## config.mk

```make
export PLATFORM = sky130hd
export DESIGN_NAME = piso_serializer_stream
export DESIGN_NICKNAME = d
export VERILOG_FILES = /design/src/rtl/piso_serializer_stream.sv
export SDC_FILE = /design/constraint.sdc
export NUM_CORES = 1
export LEC_CHECK = 0
export CORE_MARGIN = 5
export CORE_UTILIZATION = 51
export CTS_BUF_LIST = sky130_fd_sc_hd__clkbuf_16
export CTS_CLUSTER_DIAMETER = 200
export DETAILED_ROUTE_END_ITERATION = 10
export PLACE_DENSITY = 0.87
export SLEW_MARGIN = 20
export SYNTH_ARGS = -nofsm -noshare
export SYNTH_HDL_FRONTEND = slang
export SYNTH_SLANG_ARGS = --single-unit
```

## constraint.sdc

```tcl
create_clock -name clock -period 2.7 [get_ports clock]
set_clock_uncertainty 0.15 [all_clocks]
set_input_delay 0.54 -clock clock [delete_from_list [all_inputs] [get_ports clock]]
set_output_delay 0.54 -clock clock [all_outputs]
set_load 0.02 [all_outputs]
```

## src/rtl/piso_serializer_stream.sv

```systemverilog
// Parallel-in/serial-out serializer with valid/ready on both sides.
// A one-word holding buffer behind the shifter lets back-to-back words stream without idle beats.
module piso_serializer_stream #(
  parameter int WIDTH     = 8,
  parameter bit LSB_FIRST = 1'b0,
  parameter bit FILL_BIT  = 1'b0
) (
  input  logic             clock,
  input  logic             reset_n,
  input  logic             in_valid,
  output logic             in_ready,
  input  logic [WIDTH-1:0] in_data,
  output logic             out_valid,
  input  logic             out_ready,
  output logic             out_bit,
  output logic             out_last,
  output logic             busy
);

  localparam int CW = (WIDTH > 1) ? $clog2(WIDTH) : 1;

  typedef enum logic {
    IDLE  = 1'b0,
    SHIFT = 1'b1
  } state_t;

  state_t           state_reg, state_next;
  logic [WIDTH-1:0] shift_reg, shift_next;
  logic [WIDTH-1:0] hold_reg, hold_next;
  logic             hold_full_reg, hold_full_next;
  logic [CW-1:0]    cnt_reg, cnt_next;

  logic             accept;
  logic             xfer;
  logic             last_bit;
  logic             head_bit;
  logic [WIDTH-1:0] shift_adv;

  assign in_ready  = !hold_full_reg;
  assign out_valid = (state_reg == SHIFT);
  assign accept    = in_valid && in_ready;
  assign xfer      = out_valid && out_ready;
  assign last_bit  = (cnt_reg == CW'(WIDTH - 1));
  assign out_last  = out_valid && last_bit;
  assign busy      = out_valid || hold_full_reg;

  // The head of the shifter is whichever end is sent first; advancing moves the next bit into it.
  assign head_bit  = LSB_FIRST ? shift_reg[0] : shift_reg[WIDTH-1];
  assign shift_adv = LSB_FIRST ? (shift_reg >> 1) : (shift_reg << 1);
  assign out_bit   = out_valid ? head_bit : FILL_BIT;

  always_ff @(posedge clock or negedge reset_n) begin
    if (!reset_n) begin
      state_reg     <= IDLE;
      shift_reg     <= '0;
      hold_reg      <= '0;
      hold_full_reg <= 1'b0;
      cnt_reg       <= '0;
    end else begin
      state_reg     <= state_next;
      shift_reg     <= shift_next;
      hold_reg      <= hold_next;
      hold_full_reg <= hold_full_next;
      cnt_reg       <= cnt_next;
    end
  end

  always_comb begin
    state_next     = state_reg;
    shift_next     = shift_reg;
    hold_next      = hold_reg;
    hold_full_next = hold_full_reg;
    cnt_next       = cnt_reg;

    case (state_reg)
      IDLE: begin
        if (accept) begin
          shift_next = in_data;
          cnt_next   = '0;
          state_next = SHIFT;
        end
      end

      SHIFT: begin
        if (xfer && last_bit) begin
          // Held word has priority so ordering is preserved; an incoming word then lands in the buffer.
          if (hold_full_reg) begin
            shift_next     = hold_reg;
            cnt_next       = '0;
            hold_full_next = 1'b0;
            if (accept) begin
              hold_next      = in_data;
              hold_full_next = 1'b1;
            end
          end else if (accept) begin
            shift_next = in_data;
            cnt_next   = '0;
          end else begin
            state_next = IDLE;
          end
        end else begin
          if (xfer) begin
            shift_next = shift_adv;
            cnt_next   = cnt_reg + CW'(1);
          end
          if (accept) begin
            hold_next      = in_data;
            hold_full_next = 1'b1;
          end
        end
      end

      default: begin
        state_next = IDLE;
      end
    endcase
  end

endmodule

```

==> results.json, run 1 <==
{
  "drt-vias-per-instance": 5.511,
  "arrival_ps": 1720,
  "cts_max_level": 1,
  "clkLatencyLatePin_ps": 250,
  "critPathLaunchType": "flop",
  "dp_hpwl_microns": 1347,
  "drt-total-wl_microns": 1982,
  "tightest_slew_ps": 500.6,
  "antenna-diode-count": 0,
  "async_flop_share": 1.000,
  "synth_top_area_frac": 0.5128,
  "drtPass1Iterations": 4,
  "synth_area_leaders": "dfrtp_1 (51%), mux2_2 (9.9%), a222oi_1 (6.8%)",
  "layout_commonest_cell": "dfrtp_1",
  "cp-end-kind": "output port",
  "synth_warnings": 0,
  "rsz0062_at_grt": "false",
  "grt_pass1_vias": 750,
  "critPathMaxStageDelay_ps": 530,
  "synth_largest_area_cell": "dfrtp_1",
  "cp_common_cell": "ha_1",
  "die_area_sq_mm": 0.003006,
  "wl_per_cell_microns": 14.90,
  "core_area_sq_mm": 0.001942,
  "vias": 733,
  "track_usage": 0.1615,
  "cellLeakagePower_nw": 0.5931,
  "finalSetupTns_ps": 0,
  "status": "completed",
  "cts_sinks": 21,
  "layout_min_cycle_time_ps": 2414,
  "die_h_microns": 54.83,
  "synthFlopType": "dfrtp_1",
  "switching_share": 0.3160,
  "syn_to_final_growth_pct": 24.30,
  "start_util": 0.5277,
  "layout-drive-gt1-share": 0.1887,
  "route.detailed.drc": 0,
  "slew_headroom": 0.6643,
  "cpMaxStageDelayCell": "clkdlybuf4s50_1",
  "comb_power_share": 0.336,
  "fmax_mhz": 414.2,
  "worst_slack_ps": 285.7,
  "synth_nets": 103,
  "final_cell_mix": "dfrtp_1 (21), inv_1 (16), clkdlybuf4s50_1 (16), mux2_2 (9)",
  "crit_chain": "ha_1, ha_1, and2_1, clkdlybuf4s50_1",
  "critPathRequiredTime_ps": 2010,
  "clk_transition_reported_paths_ps": 60,
  "drtIter0Drc": 25,
  "fin_cells": 133,
  "path_max_fanout": 2,
  "postRouteAntennaNets": 0,
  "pin_count": 17,
  "hold_depth": 1,
  "grt_pass1_wl_microns": 3401,
  "synth_area_sq_mm": 0.001025,
  "root_buffer": "clkbuf_16",
  "worstHoldPathType": "flop to flop",
  "fill_cells": 152,
  "grt_overflow": 0,
  "finalHoldViolCount": 0,
  "cts_tree": "built",
  "intPower_mw": 0.8786,
  "place_congestion": 0.7633,
  "avgSynthCellArea_sq_um": 11.51,
  "die_x_microns": 54.83,
  "power.share.sequential": 0.418,
  "pre_cts_slack_ps": 408.9,
  "nNetsFinal": 121,
  "cts_setup_buffers": 0,
  "cts_resized": 0,
  "clk_path_buf_depth": 2,
  "num_rows": 16,
  "synthCells": 89,
  "synth_cell_types": 24,
  "synth-seq-cells": 21,
  "cts_buffers": 3,
  "p_switching_mw": 0.4058,
  "finalSetupViolations": 0,
  "placedCellCount": 129,
  "post-route-period-util": 0.8942,
  "clkPwrFrac": 0.246,
  "power_mw": 1.284,
  "ff2ff_path_depth": 6,
  "drv_slew": 0,
  "grt_start_max_net_pins": 22,
  "criticalPathCategory": "flop to output port",
  "ys_seq_area_frac": 0.5128,
  "ctsHoldBuffers": 0,
  "antenna_found_initial": 0,
  "power_density_mw_per_mm2": 1008,
  "ir_drop_mv": 0.6224,
  "synth_edf_count": 0,
  "cap_violations": 0,
  "portBuffers": 16
}
## cells by family after synthesis
logic type	after synthesis	synth area share
AO/OA/AOI/OAI	21	0.1746
buffers and inverters	21	0.1001
flip-flops	21	0.5128
AND/OR/NAND/NOR	15	0.08915
multiplexers	9	0.09890
adder cells (fa/ha/maj)	2	0.02442
## area by class of cell
class	instances	area (sq um)	share of cell area
clock inverters	1	7.507	0.005894
well taps	27	33.78	0.02652
clock buffers	3	75.07	0.05894
repair buffers	18	175.2	0.1375
flip-flops and latches	21	525.5	0.4126
multi-input cells	47	396.6	0.3114
inverters	16	60.06	0.04715
## synth_stat cells, types with 2 or more instances
cell type,count
dfrtp_1,21
inv_1,16
mux2_2,9
a222oi_1,7
o22ai_1,7
nand2_1,5
buf_6,3
a22o_1,2
and2_1,2
ha_1,2
nor2_1,2
## power groups by stage
| stage | sequential, mW | combinational [mW] | clock, mW |
|---|---|---|---|
| 2_1_floorplan | 0.508 | 0.351 | 0 |
| 3_3_place_gp | 0.531 | 0.412 | 0 |
| 3_5_place_dp | 0.539 | 0.425 | 0 |
| 4_1_cts | 0.537 | 0.433 | 0.322 |
| 5_1_grt | 0.554 | 0.474 | 0.339 |
| 6_report | 0.537 | 0.431 | 0.316 |
## layer usage
metal,part of all wire,GRT usage
met5,0,0
met2,0.51,0.2736
met4,0.0071,0.06639
met1,0.43,0.1962
met3,0.044,0.03542
## critical path: cells and delay by family, from the launching register on
| kind | cells | cell delay [ps] |
|---|---|---|
| and+or+nand+nor | 1 | 150 |
| adders and majority gates | 2 | 400 |
| DFF | 1 | 400 |
| buffers and inverters | 1 | 530 |
## per-stage QoR
stage	utilization	area [sq um]	hold slack, ps
3_3_place_gp	0.6134	1191	342.2
2_1_floorplan	-	1025	94.41
6_report	0.6559	1274	359.7
5_1_grt	0.6559	1274	366.4
4_1_cts	0.6559	1274	360.2
3_5_place_dp	0.6134	1191	347.0
## final timing paths
kind | start | slack [ps] | endpoint
max in group asynchronous | reset_n | 1710 | hold_full_reg
setup reg to reg | cnt_reg[0] | 480 | hold_reg[7]
hold reg to reg | hold_reg[4] | 360 | hold_reg[4]
min in group asynchronous | reset_n | 480 | hold_reg[3]
hold / removal | hold_reg[4] | 360 | hold_reg[4]
setup / recovery | cnt_reg[0] | 290 | out_last
(Power assumes the default switching activity.)
==> run 2: changes to the inputs <==
--- a/config.mk
+++ b/config.mk
@@ -6,11 +6,13 @@
 export NUM_CORES = 1
 export LEC_CHECK = 0
 export CORE_MARGIN = 5
-export CORE_UTILIZATION = 51
+export CORE_UTILIZATION = 55
 export CTS_BUF_LIST = sky130_fd_sc_hd__clkbuf_16
 export CTS_CLUSTER_DIAMETER = 200
 export DETAILED_ROUTE_END_ITERATION = 10
-export PLACE_DENSITY = 0.87
+export DONT_BUFFER_PORTS = 1
+export PLACE_DENSITY = 0.8
+export REMOVE_ABC_BUFFERS = 1
 export SLEW_MARGIN = 20
 export SYNTH_ARGS = -nofsm -noshare
 export SYNTH_HDL_FRONTEND = slang
==> run 2 against run 1 <==
Effect of this change: combinational power shrank 19%; routed wire length shrank 7.9%; highest routed layer unchanged; power shrank 6.5%; sequential power grew 1%; hold slack lost 110 ps.
==> results.json, run 2 (synthesis results as in run 1) <==
{
  "status": "completed",
  "power.share.sequential": 0.453,
  "clkPwrFrac": 0.257,
  "p_switching_mw": 0.3822,
  "cap_violations": 0,
  "cp_common_cell": "ha_1",
  "intPower_mw": 0.8190,
  "ir_drop_mv": 0.5540,
  "cts_max_level": 1,
  "drt-vias-per-instance": 5.939,
  "cellLeakagePower_nw": 0.5298,
  "dp_hpwl_microns": 1264,
  "worst-path-stages": 5,
  "route.detailed.drc": 0,
  "worstHoldPathType": "primary input to flop",
  "switching_share": 0.3182,
  "arrival_ps": 2230,
  "grt_overflow": 0,
  "cpMaxStageDelayCell": "nor3b_4",
  "postRouteAntennaNets": 0,
  "tightest_slew_ps": 909.9,
  "critPathRequiredTime_ps": 2690,
  "start_util": 0.5871,
  "grt_pass1_vias": 637,
  "finalHoldViolCount": 0,
  "rsz0062_at_grt": "false",
  "root_buffer": "clkbuf_16",
  "layout_min_cycle_time_ps": 2243,
  "finalSetupTns_ps": 0,
  "power_density_mw_per_mm2": 1090,
  "hold_depth": 1,
  "track_usage": 0.1507,
  "portBuffers": 0,
  "antenna_found_initial": 0,
  "critPathTopFamily": "simple AND/OR/NAND/NOR gates",
  "wl_per_cell_microns": 16.02,
  "cts_buffers": 3,
  "place_congestion": 0.7448,
  "grt_start_max_net_pins": 22,
  "clk_transition_reported_paths_ps": 60,
  "layout-drive-gt1-share": 0.1910,
  "path_max_fanout": 13,
  "clk_path_buf_depth": 2,
  "die_area_sq_mm": 0.002827,
  "final_core_util": 0.6315,
  "hold_ws_ps": 246.2,
  "die_x_microns": 53.17,
  "pin_count": 17,
  "cts_setup_buffers": 0,
  "nNetsFinal": 104,
  "grt_pass1_wl_microns": 3015,
  "drv_slew": 0,
  "post-route-period-util": 0.8307,
  "ff2ff_path_depth": 5,
  "crit_chain": "ha_1, ha_1, nand2_1, nor3b_4, mux2_2",
  "criticalPathCategory": "flop to flop",
  "num_rows": 15,
  "drt-total-wl_microns": 1826,
  "final_cell_mix": "dfrtp_1 (21), inv_1 (17), mux2_2 (9), o22ai_1 (7), a222oi_1 (7)",
  "drtIter0Drc": 50,
  "antenna-diode-count": 0,
  "core_area_sq_mm": 0.001745,
  "fmax_mhz": 445.8,
  "drtPass1Iterations": 4,
  "comb_power_share": 0.291,
  "cts_sinks": 21,
  "die_h_microns": 53.17,
  "slew_headroom": 0.3914,
  "layout_commonest_cell": "dfrtp_1",
  "cts_tree": "built",
  "clkLatencyLatePin_ps": 250,
  "critPathMaxStageDelay_ps": 440,
  "finalSetupViolations": 0,
  "cp_num_buf_inv": 0,
  "vias": 677,
  "syn_to_final_growth_pct": 7.570,
  "cp-end-kind": "flop",
  "critPathLaunchType": "flop"
}
==> run 2: cell types whose count changed in the layout (fill, tap and decap cells not counted) <==
cell / change
clkdlybuf4s50_1: -16
clkinvlp_4: -1
inv_1: +1
buf_4: -2
dlygate4sd3_1: +1
==> run 2: final cells by class <==
cell class	count	area, sq um
clock buffers	3	75.07
clock inverters	1	3.754
fillers	134	643.1
inverters	16	60.06
multi-input cells	47	396.6
flip-flops and latches	21	525.5
well taps	25	31.28
repair buffers	1	10.01
==> run 2: worst paths after layout <==
path,startpoint,to,slack (ps)
max in group asynchronous,reset_n,shift_reg[7],1130
min,out_ready,hold_full_reg,250
max reg2reg,cnt_reg[0],hold_reg[3],460
max,cnt_reg[0],hold_reg[3],460
min in group asynchronous,reset_n,shift_reg[2],720
min reg2reg,cnt_reg[2],cnt_reg[2],360
==> run 2: power groups by stage <==
stage,Sequential [mW],Clock [mW],Combinational [mW]
finish,0.544,0.308,0.349
detailed placement,0.548,0,0.345
global placement,0.541,0,0.329
floorplan,0.523,0,0.297
global route,0.558,0.333,0.390
CTS,0.543,0.309,0.354
==> run 2: what timing repair did <==
item                      in CTS  in global routing
hold buffers                   1                  0
hold endpoints to repair      21                  0
gates resized for setup        0                  0
==> run 2: routing by layer <==
layer | up-vias | global-route usage | share of wire
met1 | 325 | 0.1978 | 0.44
li1 | 324 | - | -
met2 | 24 | 0.2252 | 0.46
met5 | - | 0 | 0
met4 | 0 | 0.05106 | 0.015
met3 | 4 | 0.05915 | 0.092
==> run 2: metrics by stage <==
| step | setup slack, ps | std cells | area (sq um) | power, mW |
|---|---|---|---|---|
| final | 457.0 | 114 | 1102 | 1.201 |
| after global routing | 382.4 | 114 | 1102 | 1.281 |
| after CTS | 439.7 | 114 | 1102 | 1.206 |
| after detailed placement | 453.5 | 109 | 1013 | 0.8932 |
| after global placement | 536.3 | 109 | 1013 | 0.8700 |
| after floorplan | 711.1 | 84 | 982.2 | 0.8198 |
